**src/rtl/seg7_pkg.sv**
```systemverilog
// Shared constants for the 7-segment scan controller: register offsets,
// CTRL bit positions and the active-high hex glyph table {g,f,e,d,c,b,a}.
package seg7_pkg;

  localparam logic [31:0] SEG7_VALUE_OFS = 32'h0000_0000;
  localparam logic [31:0] SEG7_CTRL_OFS  = 32'h0000_0004;

  localparam int CTRL_EN_BIT = 0;
  localparam int CTRL_LZ_BIT = 1;
  localparam int CTRL_DP_LSB = 4;

  localparam logic [6:0] HEX7_TABLE [16] = '{
    7'h3F, 7'h06, 7'h5B, 7'h4F, 7'h66, 7'h6D, 7'h7D, 7'h07,
    7'h7F, 7'h6F, 7'h77, 7'h7C, 7'h39, 7'h5E, 7'h79, 7'h71
  };

endpackage

```
**src/rtl/hex_to_seg7.sv**
```systemverilog
// Combinational hex nibble to active-high 7-segment glyph {g,f,e,d,c,b,a}.
module hex_to_seg7
  import seg7_pkg::*;
(
  input  logic [3:0] hex_i,
  output logic [6:0] seg_o
);

  assign seg_o = HEX7_TABLE[hex_i];

endmodule

```
**src/rtl/seg7_scan_ctrl.sv**
```systemverilog
// Memory-mapped 4-digit 7-segment scan controller (VALUE at BASE_ADDR, CTRL at +4).
// Optional leading-zero blanking is compiled in with LEADING_ZERO_BLANK_EN.
module seg7_scan_ctrl
  import seg7_pkg::*;
#(
  parameter int unsigned CLK_DIV   = 100000,
  parameter logic [31:0] BASE_ADDR = 32'h4000_0014
) (
  input  logic        clk,
  input  logic        reset,
  input  logic [31:0] Address,
  input  logic [31:0] Write_data,
  input  logic        MemWrite,
  input  logic        MemRead,
  output logic [31:0] Read_data,
  output logic [3:0]  an,
  output logic [7:0]  seg
);

  localparam int unsigned    DIV_W    = $clog2(CLK_DIV);
  localparam logic [DIV_W-1:0] DIV_LAST = DIV_W'(CLK_DIV - 1);

  logic [15:0]      value_q;
  logic             en_q;
  logic [3:0]       dp_q;
  logic             lz;
  logic [DIV_W-1:0] div_q, div_d;
  logic [1:0]       idx_q, idx_d;
  logic [3:0]       an_q, an_d;
  logic [7:0]       seg_q, seg_d;
  logic [3:0]       digit;
  logic [6:0]       glyph;
  logic             blank;
  logic [7:0]       ctrl_rd;
  logic             hit_value, hit_ctrl;
  logic             unused_wdata;

  assign hit_value    = (Address == BASE_ADDR + SEG7_VALUE_OFS);
  assign hit_ctrl     = (Address == BASE_ADDR + SEG7_CTRL_OFS);
  assign unused_wdata = ^{Write_data[31:16], Write_data[3:1]};

  // NOTE: sequential state uses non-blocking assignments so every register
  // samples pre-edge values regardless of process evaluation order.
  always_ff @(posedge clk or negedge reset) begin
    if (!reset) begin
      value_q <= '0;
      en_q    <= 1'b0;
      dp_q    <= '0;
    end else begin
      if (MemWrite && hit_value) value_q <= Write_data[15:0];
      if (MemWrite && hit_ctrl) begin
        en_q <= Write_data[CTRL_EN_BIT];
        dp_q <= Write_data[CTRL_DP_LSB +: 4];
      end
    end
  end

`ifdef LEADING_ZERO_BLANK_EN
  logic lz_q;
  always_ff @(posedge clk or negedge reset) begin
    if (!reset)                    lz_q <= 1'b0;
    else if (MemWrite && hit_ctrl) lz_q <= Write_data[CTRL_LZ_BIT];
  end
  assign lz = lz_q;
`else
  assign lz = 1'b0;
`endif

  assign ctrl_rd = {dp_q, 2'b00, lz, en_q};

  // NOTE: every always_comb output gets a default first so no path can infer a latch.
  always_comb begin
    Read_data = '0;
    if (MemRead) begin
      if (hit_value)     Read_data = {16'h0000, value_q};
      else if (hit_ctrl) Read_data = {24'h00_0000, ctrl_rd};
    end
  end

  // Disabling parks the scan at digit 0 so re-enabling starts a full first slot.
  always_comb begin
    div_d = '0;
    idx_d = '0;
    if (en_q) begin
      if (div_q == DIV_LAST) begin
        div_d = '0;
        idx_d = idx_q + 2'd1;
      end else begin
        div_d = div_q + DIV_W'(1);
        idx_d = idx_q;
      end
    end
  end

  assign digit = value_q[{idx_q, 2'b00} +: 4];

  hex_to_seg7 u_hex_to_seg7 (
    .hex_i (digit),
    .seg_o (glyph)
  );

  // A digit is blanked only when it and every more-significant digit are zero.
  always_comb begin
    blank = 1'b0;
    case (idx_q)
      2'd3:    blank = (value_q[15:12] == 4'h0);
      2'd2:    blank = (value_q[15:8]  == 8'h00);
      2'd1:    blank = (value_q[15:4]  == 12'h000);
      default: blank = 1'b0;
    endcase
    blank = blank & lz;
  end

  always_comb begin
    an_d  = 4'hF;
    seg_d = 8'hFF;
    if (en_q && !blank) begin
      an_d  = ~(4'b0001 << idx_q);
      seg_d = {~dp_q[idx_q], ~glyph};
    end
  end

  always_ff @(posedge clk or negedge reset) begin
    if (!reset) begin
      div_q <= '0;
      idx_q <= '0;
      an_q  <= 4'hF;
      seg_q <= 8'hFF;
    end else begin
      div_q <= div_d;
      idx_q <= idx_d;
      an_q  <= an_d;
      seg_q <= seg_d;
    end
  end

  assign an  = an_q;
  assign seg = seg_q;

endmodule
```
**config.mk**
```make
export PLATFORM = sky130hd
export DESIGN_NAME = seg7_scan_ctrl
export DESIGN_NICKNAME = d
export VERILOG_FILES = /design/src/rtl/seg7_pkg.sv /design/src/rtl/hex_to_seg7.sv /design/src/rtl/seg7_scan_ctrl.sv
export SDC_FILE = /design/constraint.sdc
export NUM_CORES = 1
export LEC_CHECK = 0
export CAP_MARGIN = 20
export CORE_MARGIN = 2
export CORE_UTILIZATION = 23
export CTS_BUF_LIST = sky130_fd_sc_hd__clkbuf_16
export DETAILED_ROUTE_END_ITERATION = 8
export PLACE_DENSITY = 0.47
export SLEW_MARGIN = 20
export SYNTH_ARGS = -nofsm -noshare
export SYNTH_HDL_FRONTEND = slang
export SYNTH_SLANG_ARGS = --single-unit
```
**constraint.sdc**
```tcl
create_clock -name clk -period 1.99 [get_ports clk]
set_input_delay 0.398 -clock clk [delete_from_list [all_inputs] [get_ports clk]]
set_output_delay 0.398 -clock clk [all_outputs]
set_load 0.02 [all_outputs]
```
==> summary.md <==
| Metric | Value |
|---|---|
| Run status | `finished with violations` |
| Failing checks | `setup timing` |
| Max IR drop VDD | `0.2892 mV` |
| Final std cells w/o fill | `554` |
| # diodes | `0` |
| Sequential share of power | `47.5%` |
| Max Cap Violations | `0` |
| Synth Area in XOR/XNOR | `3.774%` |
| Final layout net count | `460` |
| Clock edge transition at the registers on the reported setup and hold paths | `70 ps` |
| Largest family of logic cells by synthesized area | `simple AND/OR/NAND/NOR gates` |
| I/O pin count | `112` |
| Clk_skew | `6.701 ps` |
| First-pass GRT wire length | `12910 microns` |
| Fin crit share | `114.6%` |
| Total Power | `2227 uW` |
| Ratio of cells with drive above 1 in the final layout | `40.84%` |
| Wire length on met2 | `3768 microns` |
| Sw Share | `21.44%` |
| WL met1 | `3942 microns` |
| Post-DP HPWL | `5736 microns` |
| Crit path time final | `2280 ps` |
| DP Area | `0.004103 sq mm` |
| Finish-stage setup viols | `16` |
| Final instance area | `0.004577 sq mm` |
| RSZ-0062 raised after global routing | `yes` |
| Worst slew pin tran | `534.9 ps` |
| Max frequency | `0.4386 GHz` |
| RD Place Congestion | `0.8117` |
| Die area | `0.01405 sq mm` |
| Syn-to-layout area delta | `51.72%` |
| Ys async rst share | `100.0%` |
| Clock group share of total power | `43.8%` |
| DR pass1 iterations | `4` |
| Post-synth top area share | `33.18%` |
| Largest net degree at the start of global routing | `31` |
| Final Max Slew Viols | `0` |
| Synth area leaders | `dfrtp_1 (33%), dfstp_2 (10%), mux2_4 (5.0%)` |
| P_int | `1749 uW` |
| CP required | `1590 ps` |
| CP Launch Type | `primary input` |
| Compound-cell area share of the yosys netlist | `5.102%` |
| Area leader, netlist | `dfrtp_1` |
| Total GRT Usage | `11.52%` |
| Clock Tree Root | `clkbuf_16` |
| Final hold vios | `0` |
| Core Area | `0.01272 sq mm` |
| CTS tree | `done` |
| Simple-Gate Fraction of Synth Area | `22.81%` |
| Post-Route WL | `8003 microns` |
| Syn_area_per_cell | `11.05 sq um` |
| Post-Syn Area | `0.003017 sq mm` |
| Sequential element share of the synthesized area | `43.63%` |
| Crit Path Max Fanout | `5` |
| Post-synthesis mux area share | `13.19%` |
| Antenna violations before repair | `0` |
| Pwr/cell area | `486.6 mW/mm^2` |
| Cell total after placement | `531` |
| Routed Antenna Nets | `0` |
| Via count | `2371` |
| Clock buffer count from CTS | `5` |
| DR DRC count | `0` |
| Detailed-route vias per instance | `4.280` |
| Post-synth EDFFs | `0` |
| Vias in the first global route | `2382` |
| Clock Latency Late Sink | `290 ps` |
| Setup TNS | `-3487 ps` |
| Synth Flop Type | `dfrtp_1` |
| Fin worst setup slack | `-289.9 ps` |
| Max incr delay on CP | `380 ps` |
| Critical Path, Cell by Cell | `buf_2, nor4b_4, nand4_4, nor4_4, buf_4, and2_4, buf_6` |
| Die W | `118.5 microns` |
| Clock buffer depth | `2` |
| Max-slew headroom | `64.34%` |
| Adder-cell share of the synthesized area | `4.562%` |
| Psw | `477.6 uW` |
| Hold_buf cts | `0` |
| Max layer used | `met4` |
| Synth Instances | `273` |
| Yosys warns | `0` |
| Routed len/inst | `14.45 microns` |
| Starting DRT DRC Count | `126` |
| Commonest non-fill, non-tap cells in the layout | `dfrtp_1 (40), clkdlybuf4s50_1 (32), buf_6 (31)` |
| H-Tree Depth | `2` |
| CP Capture Type | `output pin` |
| Die Y | `118.5 microns` |
| Most common cell after layout, fill and taps aside | `dfrtp_1` |
| PortBufs | `79` |
| Starting Density | `23.71%` |
| Clk sink count | `52` |
| Row count | `41` |
| Comb power frac | `8.7%` |
| Critical path type | `in2out` |
| CP max stage cell | `nor4_4` |
| Gr ovfl total | `0` |
| #FFs+latches synth | `52` |
| Worst hold path type | `in2async` |
| Netlist cell types | `46` |
| Arr. time, crit path | `1880 ps` |
| WL met3 | `199 microns` |
| DP Worst Slack | `-1080 ps` |
| Leakage | `0.001878 uW` |
power by group through the flow:
stage / logic [uW] / registers, uW / clock network (uW)
floorplan: 67.7 / 1080 / 0
global placement: 189 / 1080 / 0
detailed placement: 189 / 1080 / 0
CTS: 197 / 1060 / 1020
global route: 210 / 1060 / 1060
finish: 194 / 1060 / 975
registers in the layout, summed over array words and instances, names as in the netlist:
name	cells
en_q	1
div_q	17
idx_q	2
value_q	16
dp_q	4
seg	8
an	4
stage by stage:
step,hold WS [ps],util (%)
2_1_floorplan,102.4,-
3_3_place_gp,413.8,32.25
3_5_place_dp,419.0,32.25
4_1_cts,104.3,35.43
5_1_grt,120.8,35.98
6_report,87.58,35.98
critical path: cells and delay by family:
kind	cells	cell delay (ps)
buffers and inverters	3	440
AND/OR/NAND/NOR	4	1040
cells in the mapped netlist, drive strengths merged (5+ instances only):
cell / count
a21oi: 12
and2: 12
buf: 19
clkbuf: 6
dfrtp: 40
dfstp: 12
ha: 11
inv: 10
mux2: 22
mux4: 5
nand2: 15
nand3: 21
nand4: 7
nor2: 19
nor4: 9
o21ai: 6
xnor2: 5
xor2: 8
worst paths after layout:
kind | cells past startpoint | slack, ps | to | from
hold reg to reg | 1 | 510 | div_q[0] | div_q[0]
hold / removal | 1 | 90 | idx_q[1] | reset
min in group clk | 1 | 510 | div_q[0] | div_q[0]
setup reg to reg | 6 | 50 | seg[0] | idx_q[0]
setup / recovery | 7 | -290 | Read_data[12] | Address[0]
max in group asynchronous | 2 | 1300 | seg[2] | reset
final cells by class:
class	instances	area, sq um
inverters	10	42.54
clock inverters	3	42.54
well taps	172	215.2
flip-flops and latches	52	1316
multi-input cells	201	1760
clock buffers	5	125.1
fillers	1303	8145
repair buffers	111	1075
layer usage:
| metal | GRT usage (%) | up-vias |
|---|---|---|
| met5 | 0 | - |
| met4 | 2.902 | 0 |
| met3 | 1.882 | 7 |
| met2 | 18.39 | 46 |
| met1 | 16.20 | 1165 |
| li1 | - | 1153 |
logic make-up after synthesis:
kind of cell	count (synthesis)
compound gates	26
xor+xnor	13
fa+ha+maj	11
buf+inv	35
flops	52
mux	27
other cells	1
simple gates	108
what timing repair did:
item                                    4_1_cts  5_1_grt
endpoints found under the setup margin       38       41
setup buffers                                19        7
resized for setup                           247       16
gates cloned                                  2        0
pin swaps                                    24        7
Power figures use the tool's default switching activity.
